### src/rtl/bus_arbiter_pkg.sv
// bus_arbiter_pkg: state encodings and bus widths shared by the arbiter
package bus_arbiter_pkg;
  localparam logic [1:0] BUS_ARB_IDLE = 2'd0;
  localparam logic [1:0] BUS_ARB_GNT_IF = 2'd1;
  localparam logic [1:0] BUS_ARB_GNT_D = 2'd2;
  localparam int DATA_W = 32;
  localparam int SEL_W = 4;
  localparam logic [SEL_W-1:0] SEL_ALL = '1;
endpackage

### src/rtl/bus_arbiter.sv
// bus_arbiter: fetch/data to single-slave arbiter with data-first alternation and ack watchdog
module bus_arbiter
  import bus_arbiter_pkg::*;
#(
  parameter int TIMEOUT = 16
) (
  input  logic              clk,
  input  logic              rst,
  input  logic              if_ce_i,
  input  logic [DATA_W-1:0] if_addr_i,
  output logic [DATA_W-1:0] if_data_o,
  output logic              if_ack_o,
  input  logic              d_ce_i,
  input  logic              d_we_i,
  input  logic [DATA_W-1:0] d_addr_i,
  input  logic [DATA_W-1:0] d_wdata_i,
  input  logic [SEL_W-1:0]  d_sel_i,
  output logic [DATA_W-1:0] d_rdata_o,
  output logic              d_ack_o,
  output logic              err_o,
  output logic              mem_ce_o,
  output logic              mem_we_o,
  output logic [DATA_W-1:0] mem_addr_o,
  output logic [DATA_W-1:0] mem_wdata_o,
  output logic [SEL_W-1:0]  mem_sel_o,
  input  logic [DATA_W-1:0] mem_rdata_i,
  input  logic              mem_ack_i
);
  logic [1:0] state;
  logic last_d, we_q;
  logic [7:0] cnt;
  logic [DATA_W-1:0] addr_q, wdata_q, rdata;
  logic [SEL_W-1:0] sel_q;
  logic want_if, want_d, pick_d, tmo, done;
  // a master still holds ce during its own ack cycle; do not re-grant it then
  assign want_if = if_ce_i & ~if_ack_o;
  assign want_d = d_ce_i & ~d_ack_o;
  assign pick_d = want_d & (~want_if | ~last_d);
  assign tmo = cnt == 8'(TIMEOUT - 1);
  assign done = mem_ack_i | tmo;
  assign rdata = mem_ack_i ? mem_rdata_i : '0;
  assign mem_ce_o = state != BUS_ARB_IDLE;
  assign mem_we_o = we_q;
  assign mem_addr_o = addr_q;
  assign mem_wdata_o = wdata_q;
  assign mem_sel_o = sel_q;
  always_ff @(posedge clk) begin
    if (rst) begin
      state <= BUS_ARB_IDLE;
      last_d <= 1'b0;
      cnt <= '0;
      we_q <= 1'b0;
      addr_q <= '0;
      wdata_q <= '0;
      sel_q <= '0;
      if_data_o <= '0;
      d_rdata_o <= '0;
      if_ack_o <= 1'b0;
      d_ack_o <= 1'b0;
      err_o <= 1'b0;
    end else begin
      if_ack_o <= 1'b0;
      d_ack_o <= 1'b0;
      err_o <= 1'b0;
      if (state == BUS_ARB_IDLE) begin
        if (want_if | want_d) begin
          state <= pick_d ? BUS_ARB_GNT_D : BUS_ARB_GNT_IF;
          addr_q <= pick_d ? d_addr_i : if_addr_i;
          we_q <= pick_d & d_we_i;
          wdata_q <= pick_d ? d_wdata_i : '0;
          sel_q <= pick_d ? d_sel_i : SEL_ALL;
          cnt <= '0;
        end
      end else if (done) begin
        state <= BUS_ARB_IDLE;
        err_o <= ~mem_ack_i;
        last_d <= state == BUS_ARB_GNT_D;
        if (state == BUS_ARB_GNT_D) begin
          d_ack_o <= 1'b1;
          d_rdata_o <= we_q ? '0 : rdata;
        end else begin
          if_ack_o <= 1'b1;
          if_data_o <= rdata;
        end
      end else
        cnt <= cnt + 8'd1;
    end
  end
endmodule

### config.mk
export PLATFORM = sky130hd
export DESIGN_NAME = bus_arbiter
export DESIGN_NICKNAME = d
export VERILOG_FILES = /design/src/rtl/bus_arbiter_pkg.sv /design/src/rtl/bus_arbiter.sv
export SDC_FILE = /design/constraint.sdc
export NUM_CORES = 1
export LEC_CHECK = 0
export CAP_MARGIN = 0
export CORE_MARGIN = 1.5
export CORE_UTILIZATION = 40
export DETAILED_ROUTE_END_ITERATION = 8
export PLACE_DENSITY = 0.85
export RECOVER_POWER = 50
export SLEW_MARGIN = 25
export SYNTH_ARGS = -nofsm -noshare
export SYNTH_HDL_FRONTEND = slang
export SYNTH_SLANG_ARGS = --single-unit
### constraint.sdc
create_clock -name clk -period 2.2 [get_ports clk]
set_input_delay 0.44 -clock clk [delete_from_list [all_inputs] [get_ports clk]]
set_output_delay 0.44 -clock clk [all_outputs]
set_load 0.02 [all_outputs]
==> results of run 1 <==
## final cells by class
class                   count  area (um2)  share of cell area [%]
multi-input cells         329        2250                   24.98
well taps                 176       220.2                   2.445
clock buffers              19       442.9                   4.918
clock inverters            13       205.2                   2.278
repair buffers            290        2918                   32.40
inverters                   7       26.28                  0.2917
flip-flops and latches    147        2944                   32.69
## cells in the final DEF, fill, tap and decap left out, types with 3 or more instances in the layout
| cell type | instances |
|---|---|
| a21oi_1 | 10 |
| and3_1 | 37 |
| inv_1 | 6 |
| buf_12 | 5 |
| nor2_1 | 36 |
| dfxtp_1 | 146 |
| nand2_1 | 69 |
| a22o_1 | 33 |
| a22oi_1 | 33 |
| dlygate4sd3_1 | 61 |
| o21ai_0 | 5 |
| bufinv_16 | 5 |
| clkbuf_16 | 17 |
| a221o_1 | 32 |
| buf_4 | 8 |
| clkdlybuf4s50_1 | 213 |
| mux2i_1 | 34 |
| o211ai_1 | 3 |
| clkinv_2 | 4 |
| nand3_1 | 3 |
## tightest hold or removal path: stages, from the launching register on
cell,delay [ns]
dfxtp_1,0.30
nand2_1,0.05
mux2i_1,0.05
## sequential cells by signal, summed over array words and instances, names as in the netlist, 2 cells and up
register,flops
mem_sel_o,4
mem_wdata_o,32
state,2
d_rdata_o,32
cnt,8
if_data_o,32
mem_addr_o,32
## metrics by stage
stage               worst slack [ns]  instances  cell area [um2]  hold slack (ns)  setup TNS (ns)
global placement             -0.3478        949             8396           0.4426          -11.06
CTS                          0.03992        981             9050           0.4579               0
floorplan                     0.6300        528             5434           0.4692               0
detailed placement          -0.04407        949             8401           0.4491         -0.5480
finish                       0.05757        981             9006           0.4567               0
global route               0.0006259        981             9006           0.4672               0
## path summary, 6_finish.rpt
path	depth (start not counted)	slack, ns	to	start
worst max register to register	6	0.24	mem_wdata_o[0]$_SDFFE_PP0P_	if_ack_o$_SDFF_PP0_
worst min-delay path	2	0.46	d_rdata_o[31]$_SDFFE_PP0P_	d_rdata_o[31]$_SDFFE_PP0P_
worst max-delay path	3	0.06	mem_ce_o	state[0]$_SDFFE_PP0P_
worst min register to register	2	0.46	d_rdata_o[31]$_SDFFE_PP0P_	d_rdata_o[31]$_SDFFE_PP0P_
## power by group
part,leakage (nW),switching (W),internal (W)
Sequential,1.20,0.0000852,0.00282
Clock,0.321,0.00111,0.00205
Combinational,2.18,0.000600,0.000629
## cells by family after synthesis
group / Yosys count / synth area share [%]
multiplexers: 34 / 6.263
buffers and inverters: 52 / 4.628
flip-flops: 147 / 54.16
adder cells (fa/ha/maj): 1 / 0.2302
AO/OA/AOI/OAI: 131 / 20.17
AND/OR/NAND/NOR: 163 / 14.55
## metal layers
metal,vias to the layer above,share of wire [%]
li1,2462,-
met1,2524,40
met2,212,51
met3,38,6.1
met4,0,3.4
met5,-,0
==> out/qor.yml, run 1 <==
core.rowCount: 42
fin_crit_sh_pct: 97.38
cp_max_fo: 7
clk_latency_ns: 0.41
cts_buffers: 17
setup_violations: 0
crit_type: "flop to primary output"
async_flop_share_pct: 0
die_w_um: 119.6
syn_nets: 667
yosys.area.top_type: "dfxtp_1"
ir_drop_mv: 0.5667
skew_ns: 0.007416
hold_class: "flop to flop"
tightest_slew_ns: 0.7916
synth.top_cell.area_share_pct: 54.16
core_mm2: 0.01324
n_fill_cell: 998
dieArea_mm2: 0.01429
arrival_ns: 1.70
grt_pass1_vias: 5350
ys.flop_type: "dfxtp_1"
place_congestion: 0.8381
drcViolationCount: 0
gr-usage-met3_pct: 5.038
diodes: 0
grt.busiest_layer: "met2"
vias: 5236
period_needed_ns: 2.142
grt_use_met1_pct: 27.52
rsz0062_at_grt: "false"
final_nets: 931
start_util_pct: 41.03
area_delta_synth_final_pct: 65.74
cp-start-kind: "flop"
critPathMaxStageDelay_ns: 0.67
grt_first_pass_wirelength_um: 27010
grtUsageTotal_pct: 23.69
slew_viol_final: 0
htree_levels: 4
timing.slew.headroom_pct: 47.10
cts-resized-gates: 1
cap_violations: 0
leakage_nw: 3.699
path_buf_inv: 2
ios: 275
gr-total-overflow: 0
synth_edf_count: 0
cp_slowest_cell: "clkdlybuf4s50_1"
place_hpwl_um: 11950
drt_wl_total_um: 16960
post-route-util_pct: 68.01
routedWlPerCell_um: 17.29
drtIter0Drc: 358
cts.sinks: 147
ant_nets: 0
avgSynthCellArea_um2: 10.29
endpoint_kind: "primary output"
cts-root-buf: "clkbuf_16"
drive_gt1_share_pct: 7.329
grt_util_met2_pct: 41.02
synth-seq-cells: 147
synth_cells: 528
viasPerCell: 5.337
synth_area_leaders: "dfxtp_1 54%, mux2i_1 6.3%, a221o_1 5.9%, a22o_1 5.3%, nand2_1 4.8%"
cp_top_family: "buffers and inverters"
fmax_mhz: 466.8
grt_max_degree: 39
critPathRequiredTime_ns: 1.76
p_per_area_mw_per_mm2: 809.8
synth.top_cells.by_count: "147 x dfxtp_1, 69 x nand2_1, 37 x nor2_1"
synth_area_mm2: 0.005434
cts_tree: "built"
crit_path_cell_trace: "nor2_4 -> inv_2 -> clkdlybuf4s50_1"
ys_types: 48
drt-pass1-iter-count: 5
hold_buffers: 0
antenna_found_initial: 0
outcome: "finished, final reports clean"
hold_viol_final: 0
post-cts-setup-buffers: 0
clockBufferDepth: 2
synth.most_common_cell: "dfxtp_1"
die_h_um: 119.6
portBuffers: 274
yosysWarnings: 0
ys_seq_area_share_pct: 54.16
total_power_w: 0.007293
clk_pin_slew_ns: 0.06
No activity file was read; power rests on OpenSTA's default activity.
==> inputs of run 2 (changes only) <==
--- a/config.mk
+++ b/config.mk
@@ -8,6 +8,7 @@
 export CAP_MARGIN = 0
 export CORE_MARGIN = 1.5
 export CORE_UTILIZATION = 40
+export CTS_BUF_LIST = sky130_fd_sc_hd__clkbuf_16
 export DETAILED_ROUTE_END_ITERATION = 8
 export PLACE_DENSITY = 0.85
 export RECOVER_POWER = 50
==> run 2 against run 1 <==
  * Global-route usage down 0.051 points
  * Largest cell class unchanged
  * Critical endpoint is now mem_addr_o[0]$_SDFFE_PP0P_
  * Via count increased by 0.46%
  * Cell count stayed put
  * First-iteration DRC count decreased by 11%
==> out/qor.yml, run 2 (synthesis gave the netlist of run 1 again) <==
outcome: "finished, final reports clean"
antenna_found_initial: 0  # unchanged
crit_path_cell_trace: "dlygate4sd3_1 -> and2b_1 -> clkbuf_1 -> a211oi_4 -> and2_1 -> buf_12 -> a221o_1"
core.rowCount: 42  # unchanged
start_util_pct: 41.03  # unchanged
cp-start-kind: "input port"
clk_pin_slew_ns: 0.06  # about the same
vias: 5260  # +0.46%
path_buf_inv: 3  # +1
drt_wl_total_um: 16960  # about the same
slew_viol_final: 0  # unchanged
portBuffers: 274  # unchanged
crit_path_start: "if_ce_i"
grt_first_pass_wirelength_um: 26940  # -0.28%
dieArea_mm2: 0.01429  # unchanged
clockBufferDepth: 2  # unchanged
critPathMaxStageDelay_ns: 0.53  # -0.14 ns
area_delta_synth_final_pct: 65.69  # about the same
hold_viol_final: 0  # unchanged
fin_crit_sh_pct: 86.67  # -11 points
cts_tree: "built"
highest_layer: "met4"
crit_type: "input port to flop"
leakage_nw: 3.698  # about the same
arrival_ns: 2.25  # +0.55 ns
place_hpwl_um: 11950  # unchanged
gr-total-overflow: 0  # unchanged
r2r_setup_slack_ns: 0.30  # +0.06 ns
period_needed_ns: 1.907  # -0.2357 ns
place_ws_ns: -0.04407  # unchanged
viasPerCell: 5.362  # +0.46%
ios: 275  # unchanged
clk_latency_ns: 0.41  # about the same
min_path_cells: 2  # unchanged
post-cts-setup-buffers: 0  # unchanged
grtUsageTotal_pct: 23.64  # -0.051 points
postLayoutCellArea_mm2: 0.009004  # about the same
p_per_area_mw_per_mm2: 805.0  # -0.59%
tightest_slew_ns: 0.7929  # +0.001326 ns
cap_violations: 0  # unchanged
core_mm2: 0.01324  # unchanged
skew_ns: 0.007144  # -0.0002724 ns
htree_levels: 4  # unchanged
fin_setup_tns_ns: 0  # unchanged
dpl_cell_area_mm2: 0.008401  # unchanged
cts-root-buf: "clkbuf_16"
wl_met3_um: 1041  # +0.77%
final_cell_mix: "211 x clkdlybuf4s50_1, 146 x dfxtp_1, 69 x nand2_1, 62 x dlygate4sd3_1, 37 x and3_1"
drt-pass1-iter-count: 5  # unchanged
cp_top_family: "buffers and inverters"
min-delay-start: "d_rdata_o[30]$_SDFFE_PP0P_"
timing.slew.headroom_pct: 47.02  # -0.089 points
cp_slowest_cell: "dlygate4sd3_1"
hold_class: "flop to flop"
met1Wirelength_um: 6757  # +0.48%
routed-wl-met2_um: 8513  # -1.3%
final_nets: 931  # unchanged
ant_nets: 0  # unchanged
hold_buffers: 0  # unchanged
ir_drop_mv: 0.5641  # -0.45%
worst_r2r_endpoint: "cnt[6]$_SDFFE_PP0P_"
drive_gt1_share_pct: 7.205  # -0.12 points
drcViolationCount: 0  # unchanged
final_common_cell: "clkdlybuf4s50_1"
n_fill_cell: 995  # -0.30%
fmax_mhz: 524.5  # +12%
die_w_um: 119.6  # unchanged
setup_violations: 0  # unchanged
drtIter0Drc: 320  # -11%
rr_worst_depth: 4  # -2
cp_max_fo: 32  # +25
place_congestion: 0.8381  # unchanged
rsz0062_at_grt: "false"
cts_buffers: 17  # unchanged
holdPathEnd: "d_rdata_o[30]$_SDFFE_PP0P_"
diodes: 0  # unchanged
total_power_w: 0.007248  # -0.62%
cts.sinks: 147  # unchanged
endpoint_kind: "flop"
critPathRequiredTime_ns: 2.55  # +0.79 ns
die_h_um: 119.6  # unchanged
grt_pass1_vias: 5333  # -0.32%
r2r-start: "cnt[4]$_SDFFE_PP0P_"
fin_ws_ns: 0.2933  # +0.2357 ns
routedWlPerCell_um: 17.29  # about the same
post-route-util_pct: 67.99  # about the same
grt_max_degree: 39  # unchanged
## run 2: area by class of cell
class                           count  area [um2]  area share (%)
Tap cell                          176       220.2           2.446
Sequential cell                   147        2944           32.70
Clock buffer                       17       425.4           4.725
Timing Repair Buffer              290        2925           32.49
Multi-Input combinational cell    329        2250           24.99
Clock inverter                     15       212.7           2.362
Inverter                            7       26.28          0.2918
## run 2: worst max-delay path by stage
stage               slack [ns]                           to  depth (start not counted)
floorplan                 0.63          cnt[4]$_SDFFE_PP0P_                          6
global placement         -0.35  mem_addr_o[10]$_SDFFE_PP0P_                          5
detailed placement       -0.04   mem_addr_o[6]$_SDFFE_PP0P_                          6
CTS                       0.04                     mem_ce_o                          3
global route              0.14          cnt[4]$_SDFFE_PP0P_                          7
finish                    0.29   mem_addr_o[0]$_SDFFE_PP0P_                          7
## run 2: worst reg2reg max path: cells and delay by family (launching register included)
family / cells / cell delay, ns
flops: 1 / 0.38
simple gates: 2 / 0.89
compound gates: 2 / 0.57
## run 2: timing repair
action | in CTS | in global routing
resized for setup | 1 | 1
pin swaps | 0 | 0
endpoints found under the setup margin | 1 | 1
## run 2: through the flow
| stage | hold WS [ns] | instances |
|---|---|---|
| 4_1_cts | 0.4576 | 981 |
| 3_5_place_dp | 0.4491 | 949 |
| 3_3_place_gp | 0.4426 | 949 |
| 6_report | 0.4531 | 981 |
| 5_1_grt | 0.4634 | 981 |
| 2_1_floorplan | 0.4692 | 528 |
## run 2: metal layers
layer | track usage (%) | vias up
met5 | 0 | -
met4 | 12.57 | 0
met3 | 5.181 | 45
met2 | 40.55 | 230
met1 | 27.58 | 2517
li1 | - | 2468
## run 2: report_power, final
group / internal (W) / total [W] / switching (W)
clock: 0.00201 / 0.00311 / 0.00111
combinational: 0.000633 / 0.00123 / 0.000600
sequential: 0.00282 / 0.00290 / 0.0000850
